==> src/rtl/des_pkg.sv <==
// -----------------------------------------------------------------------------
// des_pkg
// Shared definitions for the iterative DES round controller and its key
// schedule helpers.
//   state_t    : controller state encoding
//   DES_ROUNDS : default number of Feistel rounds
//   ENC_SHIFT  : per-round C/D left-rotate amount for encryption
// -----------------------------------------------------------------------------
package des_pkg;

  localparam int DES_ROUNDS = 16;

  typedef enum logic [2:0] {
    IDLE,
    IP_REQ,
    IP_WAIT,
    ROUND,
    FP_REQ,
    FP_WAIT,
    DONE
  } state_t;

  // Element 0 is round 0. The sixteen entries sum to 28, so C/D return to
  // their starting alignment after a full encryption.
  localparam logic [1:0] ENC_SHIFT [DES_ROUNDS] = '{
    2'd1, 2'd1, 2'd2, 2'd2, 2'd2, 2'd2, 2'd2, 2'd2,
    2'd1, 2'd2, 2'd2, 2'd2, 2'd2, 2'd2, 2'd2, 2'd1
  };

endpackage : des_pkg

==> src/rtl/des_shift_lut.sv <==
// -----------------------------------------------------------------------------
// des_shift_lut
// Combinational key-schedule lookup: round index and mode to the C/D rotate
// amount and direction.
//   round_idx in  4  current round 0..15
//   mode      in  1  0 = encrypt, 1 = decrypt
//   key_shift out 2  rotate amount (0, 1 or 2)
//   key_dir   out 1  0 = rotate left, 1 = rotate right
// Build option: DES_DECRYPT_EN enables the decrypt schedule; without it the
// mode input is ignored and only the encrypt table exists.
// -----------------------------------------------------------------------------
module des_shift_lut
  import des_pkg::*;
(
  input  logic [3:0] round_idx,
  input  logic       mode,
  output logic [1:0] key_shift,
  output logic       key_dir
);

`ifdef DES_DECRYPT_EN
  // Decrypt rotates right by the same amounts, except that round 0 does not
  // rotate at all: the PC1 key is already aligned with encrypt round 15.
  always_comb begin
    // NOTE: every always_comb output gets a default first, so no path through
    // the block can leave it unassigned and infer a latch.
    key_shift = ENC_SHIFT[round_idx];
    if (mode && (round_idx == 4'd0)) begin
      key_shift = 2'd0;
    end
  end

  assign key_dir = mode;
`else
  assign key_shift = ENC_SHIFT[round_idx];
  assign key_dir   = 1'b0;

  logic unused_mode;
  assign unused_mode = mode;
`endif

endmodule : des_shift_lut

==> src/rtl/des_round_ctrl.sv <==
// -----------------------------------------------------------------------------
// des_round_ctrl
// Top-level sequencer for the iterative DES datapath. One accepted request
// walks through: initial permutation, NUM_ROUNDS Feistel rounds, final
// permutation, then a one-cycle done pulse.
//   clk, rst_n  clock, asynchronous active-low reset
//   start_i     block request (sampled in IDLE only)
//   mode_i      0 = encrypt, 1 = decrypt (latched on accept)
//   ready_o     high in IDLE
//   busy_o      high outside IDLE
//   iIp / fIp   initial-permutation start pulse / finished flag
//   key_load    one-cycle pulse: load PC1 key into C/D
//   round_en    one-cycle pulse on the first cycle of each round
//   round_idx   current round, held for the whole round
//   key_shift   C/D rotate amount (valid with round_en, else 0)
//   key_dir     0 = rotate left, 1 = rotate right
//   iFp / fFp   final-permutation start pulse / finished flag
//   done_o      one-cycle pulse when the block completes
// Parameters: NUM_ROUNDS (1..16), ROUND_CYCLES (>=1).
// Build option: DES_DECRYPT_EN enables the latched mode and decrypt schedule.
// -----------------------------------------------------------------------------
module des_round_ctrl
  import des_pkg::*;
#(
  parameter int NUM_ROUNDS   = DES_ROUNDS,
  parameter int ROUND_CYCLES = 1
) (
  input  logic       clk,
  input  logic       rst_n,
  input  logic       start_i,
  input  logic       mode_i,
  output logic       ready_o,
  output logic       busy_o,
  output logic       iIp,
  input  logic       fIp,
  output logic       key_load,
  output logic       round_en,
  output logic [3:0] round_idx,
  output logic [1:0] key_shift,
  output logic       key_dir,
  output logic       iFp,
  input  logic       fFp,
  output logic       done_o
);

  localparam int              CW         = (ROUND_CYCLES > 1) ? $clog2(ROUND_CYCLES) : 1;
  localparam logic [3:0]      LAST_ROUND = 4'(NUM_ROUNDS - 1);
  localparam logic [CW-1:0]   LAST_CYC   = CW'(ROUND_CYCLES - 1);

  state_t        state_q, state_d;
  logic [3:0]    round_q, round_d;
  logic [CW-1:0] cyc_q, cyc_d;
  logic          mode_q;
  logic [1:0]    lut_shift;
  logic          lut_dir;

  // ---------------------------------------------------------------------------
  // State and counters
  // ---------------------------------------------------------------------------
  always_ff @(posedge clk or negedge rst_n) begin
    if (!rst_n) begin
      state_q <= IDLE;
      round_q <= '0;
      cyc_q   <= '0;
    end else begin
      // NOTE: sequential state uses non-blocking assignments so every register
      // samples the pre-edge values, independent of statement order.
      state_q <= state_d;
      round_q <= round_d;
      cyc_q   <= cyc_d;
    end
  end

`ifdef DES_DECRYPT_EN
  // Mode is captured only on the accept edge, so mode_i changes while busy
  // cannot disturb a block in flight.
  always_ff @(posedge clk or negedge rst_n) begin
    if (!rst_n) begin
      mode_q <= 1'b0;
    end else if ((state_q == IDLE) && start_i) begin
      mode_q <= mode_i;
    end
  end
`else
  assign mode_q = 1'b0;

  logic unused_mode;
  assign unused_mode = mode_i;
`endif

  // ---------------------------------------------------------------------------
  // Next state and outputs
  // ---------------------------------------------------------------------------
  always_comb begin
    state_d  = state_q;
    round_d  = round_q;
    cyc_d    = cyc_q;
    ready_o  = 1'b0;
    busy_o   = 1'b1;
    iIp      = 1'b0;
    key_load = 1'b0;
    round_en = 1'b0;
    iFp      = 1'b0;
    done_o   = 1'b0;

    unique case (state_q)
      IDLE: begin
        ready_o = 1'b1;
        busy_o  = 1'b0;
        if (start_i) begin
          state_d = IP_REQ;
        end
      end

      IP_REQ: begin
        // The key is loaded while the IP stage runs so C/D are ready for
        // round 0.
        iIp      = 1'b1;
        key_load = 1'b1;
        state_d  = IP_WAIT;
      end

      IP_WAIT: begin
        if (fIp) begin
          state_d = ROUND;
          round_d = '0;
          cyc_d   = '0;
        end
      end

      ROUND: begin
        round_en = (cyc_q == '0);
        if (cyc_q == LAST_CYC) begin
          cyc_d = '0;
          if (round_q == LAST_ROUND) begin
            state_d = FP_REQ;
            round_d = '0;
          end else begin
            round_d = round_q + 4'd1;
          end
        end else begin
          cyc_d = cyc_q + CW'(1);
        end
      end

      FP_REQ: begin
        iFp     = 1'b1;
        state_d = FP_WAIT;
      end

      FP_WAIT: begin
        if (fFp) begin
          state_d = DONE;
        end
      end

      DONE: begin
        done_o  = 1'b1;
        state_d = IDLE;
      end

      default: begin
        state_d = IDLE;
      end
    endcase
  end

  // ---------------------------------------------------------------------------
  // Key schedule controls
  // ---------------------------------------------------------------------------
  des_shift_lut u_shift_lut (
    .round_idx (round_q),
    .mode      (mode_q),
    .key_shift (lut_shift),
    .key_dir   (lut_dir)
  );

  assign round_idx = round_q;
  // Gated so the shift amount reads 0 outside round_en, including in reset.
  assign key_shift = round_en ? lut_shift : 2'd0;
  assign key_dir   = lut_dir;

endmodule : des_round_ctrl

==> config.mk <==
export PLATFORM = sky130hd
export DESIGN_NAME = des_round_ctrl
export DESIGN_NICKNAME = d
export VERILOG_FILES = /design/src/rtl/des_pkg.sv /design/src/rtl/des_shift_lut.sv /design/src/rtl/des_round_ctrl.sv
export SDC_FILE = /design/constraint.sdc
export NUM_CORES = 1
export LEC_CHECK = 0
export BUFFER_PORTS_ARGS = -buffer_cell sky130_fd_sc_hd__buf_2
export CELL_PAD_IN_SITES_DETAIL_PLACEMENT = 1
export CELL_PAD_IN_SITES_GLOBAL_PLACEMENT = 1
export CORE_MARGIN = 2
export CORE_UTILIZATION = 35
export DETAILED_ROUTE_END_ITERATION = 10
export GPL_ROUTABILITY_DRIVEN = 0
export PLACE_DENSITY = 0.8
export SETUP_SLACK_MARGIN = 0.1
export SYNTH_ARGS = -nofsm -noshare
export SYNTH_HDL_FRONTEND = slang
export SYNTH_SLANG_ARGS = --single-unit
==> constraint.sdc <==
create_clock -name clk -period 2.1 [get_ports clk]
set_input_delay 0.105 -clock clk [delete_from_list [all_inputs] [get_ports clk]]
set_output_delay 0.105 -clock clk [all_outputs]
set_load 0.005 [all_outputs]
# Word level (Yosys, flattened, before mapping)
# Memory sizes are Yosys's and may differ from the RTL's.
# Cells that the tools add are included.
# W data, S select, Z words.
[word_totals]
word_cells = 48
out_inout_bits = 14
mem_count = 1
input_bits = 6
reg_bits = 8
rom_bits = 32
[mem_list]
columns = ["name", "depth", "word_bits", "rd", "rd_clocked_by_memory_dff", "write_ports", "line_no", "rtl"]
rows = [
  ["(no name shown)", 16, 2, 1, 0, 0, "des_shift_lut.sv:35", "assign key_shift = ENC_SHIFT[round_idx];"],
]
[op_classes]
eq_ne = 12
mux = 22
n_reduce_logical = 5
bitwise = 2
order_cmp = 1
addsub = 2
[ops]
columns = ["operator", "n"]
rows = [
  ["$pmux W3 S6", 1],
  ["$mux W3", 5],
  ["$mux W4", 3],
  ["$ne A2 B2 Y1 const B", 5],
  ["$eq A3 B3 Y1 const B", 3],
  ["$mux W1", 8],
  ["$pmux W4 S2", 1],
  ["$eq A3 B2 Y1 const B", 2],
  ["$mux W2", 3],
  ["$ge A5 B5 Y1 const B", 1],
  ["$not A4 Y5", 1],
  ["$reduce_and A5 Y1", 1],
  ["$add A4 B1 Y4 const B", 1],
  ["$eq A4 B4 Y1 const B", 1],
  ["$eq A3 B1 Y1 const B", 1],
  ["$logic_not A3 Y1", 1],
  ["$reduce_and A3 Y1", 1],
  ["$pmux W1 S2", 1],
  ["$reduce_and A2 Y1", 1],
  ["$reduce_bool A2 Y1", 1],
  ["$add A1 B1 Y1 const B", 1],
  ["$not A1 Y1", 1],
]

# Logic depth before layout (Yosys ltp)
[depth]
depth_word = 5
depth_mapped = 5
ltp_nobuf = 5

# By module
# Synthesis repeated with hierarchy kept, for this count alone.
[hier_totals]
cells_unflattened = 57
area_unflattened_um2 = 494.2
[modules_own_cells]
columns = ["module", "area_each_um2", "cells_each", "seq_area_each_um2", "instances"]
rows = [
  ["des_round_ctrl", 457.9, 51, 175.2, 1],
  ["des_shift_lut", 36.3, 6, 0.0, 1],
]

# Worst setup path before layout
# OpenSTA, ideal clock, no wires.
[synth_timing]
path_type = "register to register"
start = "register round_q[1], in the netlist round_idx[1]"
end = "register round_q[2], in the netlist round_idx[2]"
stages_incl_launch_ff = 4
required_ps = 1979
path_slack_ps = 840
arrival_ps = 1139
synth_period_minus_slack_ps = 1260
n_path_buf = 0
setup_ps = 121
path_cell_list = "dfrtp_1 ha_1 mux2_2 a22o_1"
[synth_between]
elab_chain_len = 4
elab_cells_between_ends = 5
classes_between = "1 x add/sub; 1 x eq/ne; 3 x mux"
[synth_lines]
columns = ["element", "line_no", "rtl"]
rows = [
  ["start: declaration", "des_round_ctrl.sv:51", "logic [3:0] round_q, round_d;"],
  ["start signal: assignment", "des_round_ctrl.sv:69", "round_q <= round_d;"],
  ["$add A4 B1 Y4 / $eq A4 B4 Y1 (equally long branches)", "des_round_ctrl.sv:139, des_round_ctrl.sv:135", ""],
  ["$mux W4 (*)", "des_round_ctrl.sv:135", "if (round_q == LAST_ROUND) begin"],
  ["$mux W4 (*)", "des_round_ctrl.sv:133", "if (cyc_q == LAST_CYC) begin"],
  ["$pmux W4 S2 (*)", "des_round_ctrl.sv:106", "unique case (state_q)"],
]
# Every way passes the cells marked *; elsewhere a longest branch is shown, timed or not. The select of a mux whose other input is x is not followed.
# A chain may end at the register's enable or synchronous reset.

# Worst setup path in the final report
[layout_timing]
start = "register state_q[0]"
end = "output port key_shift[1]"
[layout_between]
elab_chain_len = 3
[layout_lines]
columns = ["element", "line_no", "rtl"]
rows = [
  ["start: declaration", "des_round_ctrl.sv:50", "state_t state_q, state_d;"],
  ["start signal: assignment", "des_round_ctrl.sv:68", "state_q <= state_d;"],
  ["$eq A3 B2 Y1", "des_round_ctrl.sv:106", ""],
  ["$mux W1", "des_round_ctrl.sv:106", ""],
  ["$mux W2", "des_round_ctrl.sv:180", "assign key_shift = round_en ? lut_shift : 2'd0;"],
  ["end: declaration", "des_round_ctrl.sv:39", "output logic [1:0] key_shift,"],
]
# Every way passes these cells.

==> results.tsv <==
stage	metric	value	unit
run_status	status	completed	
floorplan	io-pin-count	20	
floorplan	core	0.00133	mm2
logic_synthesis	synthTopCellsByArea	dfrtp_1 (34%), ha_1 (4.9%), mux2_2 (4.4%)	
global_routing	antenna_found_initial	0	
clock_tree	cts_setup_buffers	0	
setup_path	crit_required	2.00	ns
final_layout	drive_gt1_share	34.7	%
setup_path	end_kind	primary output	
job	maxCapViolCount	0	
sta	rsz0062_at_grt	no	
sta	finalHoldViolCount	0	
routing	first_pass_iters	3	
setup_path	cpPeakStageDelay	0.59	ns
clock_tree	cts_tree	built	
setup_path	crit_arrival	1.63	ns
min_path	holdCritPathClass	input port to register	
clock_tree	cts-root-buf	clkbuf_4	
floorplan	fp.dieW	42.3	um
global_routing	grt_max_degree	13	
logic_synthesis	ys_seq_area_share	34.1	%
setup_path	crit_fanout	12	
logic_synthesis	synthAdderAreaFrac	4.88	%
floorplan	start_util	38.5	%
logic_synthesis	yosys_most_used_dff	dfrtp_1	
routing	avgRoutedWirePerCell	13.6	um
clock_tree	numClockSinks	7	
logic_synthesis	syn_inst	56	
setup_path	path_buf_inv	1	
clock_tree	htree_levels	1	
setup_path	reg2reg_slack	0.71	ns
setup_path	crit_family	flip-flops	
clock_tree	clk_latency	0.25	ns
final_layout	fillCellCount	172	
min_path	min_from	fIp	
sta	finClkSkew	0.00351	ns
placement	numPortBuffers	17	
sta	fin_tns_setup	0	ns
setup_path	worstPathCellList	nand3b_4, a31oi_2, o21a_1, buf_2	
clock_tree	clock_path_buffers	2	
setup_path	worstReg2RegEnd	round_idx[3]	
routing	initialDrtViolationCount	3	
setup_path	path_class	register to primary output	
clock_tree	cts-buffers-inserted	3	
final_layout	antenna_cells	0	
sta	maxSlewViolCount	0	
final_layout	fin_nets	81	
logic_synthesis	synthSimpleGateAreaFrac	24.1	%
routing	routed-via-count	443	
sta	finalHoldWorstSlack	0.121	ns
power_and_ir_drop	p_per_area	1520	mW/mm2
logic_synthesis	synth_edf_count	0	
sta	setup_viol	0	
sta	worst_slack	0.368	ns
sta	finalCritPeriodShare	82.5	%
final_layout	syn2layout_area_growth	19.3	%
logic_synthesis	synth_top_area_share	34.1	%
placement	hpwl	838	um
global_routing	grt_pass1_vias	430	
logic_synthesis	synth_compound_area_share	17.8	%
floorplan	die_y	42.3	um
logic_synthesis	synth-seq-cells	7	
logic_synthesis	synth.net_count	64	
floorplan	std_cell_rows	13	
floorplan	dieArea	0.00179	mm2
routing	via_per_inst	5.09	
clock_tree	cts_hold_buffers	1	
setup_path	worstSetupStartpointType	register	
setup_path	crit_end	key_shift[1]	
global_routing	grt_pass1_wl	1.86	mm
logic_synthesis	synth_cell_types	29	
placement	pre_cts_slack	0.659	ns
setup_path	cp.depth	4	
setup_path	crit_slowest_cell	dfrtp_1	
logic_synthesis	ys_async_sr_fraction	100	%
setup_path	cp-startpoint	state_q[0]	
clock_tree	clkTransAtPathRegs	0.06	ns
setup_path	r2r-start	state_q[1]	
logic_synthesis	synth_top_family_by_area	simple AND/OR/NAND/NOR gates	
global_routing	grt_overflow	0	
logic_synthesis	yosys-mux-area-fraction	6.59	%
global_routing	grt_usage	13.8	%
logic_synthesis	syn_area_per_cell	9.16	um2
logic_synthesis	synth-xor-area-share	0	%
routing	wl	1.18	mm
sta	fmax	0.578	GHz
routing	drc	0	
routing	ant_nets	0	
setup_path	reg2regPathDepth	3	
logic_synthesis	yosys_warnings	0	
sta	layout_min_cycle_time	1.73	ns
clock_tree	ctsResizeCount	0	
power_and_ir_drop	ir_drop	0.000491	V
logic_synthesis	yosysTopAreaCell	dfrtp_1	
logic_synthesis	synth_area	513	um2
power_and_ir_drop	leakagePower	0.315	nW
[cells in the mapped netlist (2+ instances only)]
cell type	number
dfrtp_1	7
a21oi_1	4
inv_1	4
nor3_1	4
buf_2	3
nor2_1	3
nor3b_1	3
a22o_1	2
buf_4	2
ha_1	2
mux2_2	2
nand3b_1	2
o21a_1	2
[worst min-delay path by stage]
| stage | to | depth (start not counted) |
|---|---|---|
| floorplan | round_idx[0] | 0 |
| global placement | round_idx[2] | 1 |
| detailed placement | state_q[0] | 1 |
| CTS | state_q[0] | 3 |
| global route | state_q[0] | 3 |
| finish | state_q[0] | 3 |
[routing by layer]
| metal | wire length, um | GRT usage [%] |
|---|---|---|
| met1 | 549 | 17.0 |
| met2 | 574 | 20.9 |
| met3 | 57 | 6.47 |
| met4 | 0 | 5.00 |
| met5 | 0 | 0 |
[registers in the layout, summed over array words and instances, names as in the netlist]
| register | cells |
|---|---|
| round_idx | 4 |
| state_q | 3 |
[through the flow]
step / util (%) / total power [mW] / instance area [um2] / instances
2_1_floorplan: - / 0.676 / 513 / 56
3_3_place_gp: 43.2 / 0.777 / 576 / 82
3_5_place_dp: 43.2 / 0.803 / 576 / 82
4_1_cts: 45.9 / 0.939 / 612 / 87
5_1_grt: 45.9 / 1.01 / 612 / 87
6_report: 45.9 / 0.928 / 612 / 87
[where the power goes]
| part | internal (mW) | switching [mW] |
|---|---|---|
| Combinational | 0.253 | 0.202 |
| Clock | 0.0728 | 0.0547 |
| Sequential | 0.195 | 0.149 |
[cell families after synthesis]
logic type,count (synthesis)
AOI/OAI and AO/OA,13
adders and majority gates,2
buffers and inverters,11
DFF,7
muxes,3
other,1
and+or+nand+nor,19
[placed cells by master (no fill, tap or decap), types with 2 or more instances in the layout]
cell type,count
o21a_1,2
nor3b_1,3
dfrtp_1,7
nor2_1,3
nand3b_1,2
ha_1,2
nor3_1,4
clkbuf_4,3
a21oi_1,4
a22o_1,2
buf_2,17
mux2_2,2
inv_1,4
[worst reg2reg max path: cells and delay by family, from the launching register on]
kind	cells	cell delay, ns
AOI/OAI and AO/OA	2	0.51
DFF	1	0.56
and+or+nand+nor	1	0.20
[cell type report]
class | count | area, um2 | area share (%)
multi-input combinational | 38 | 278 | 45.4
sequential | 7 | 175 | 28.6
clock buffer | 4 | 26.3 | 4.29
inverter | 5 | 18.8 | 3.07
tap | 15 | 18.8 | 3.07
timing repair buffer | 18 | 95.1 | 15.5
(Power assumes the default switching activity.)
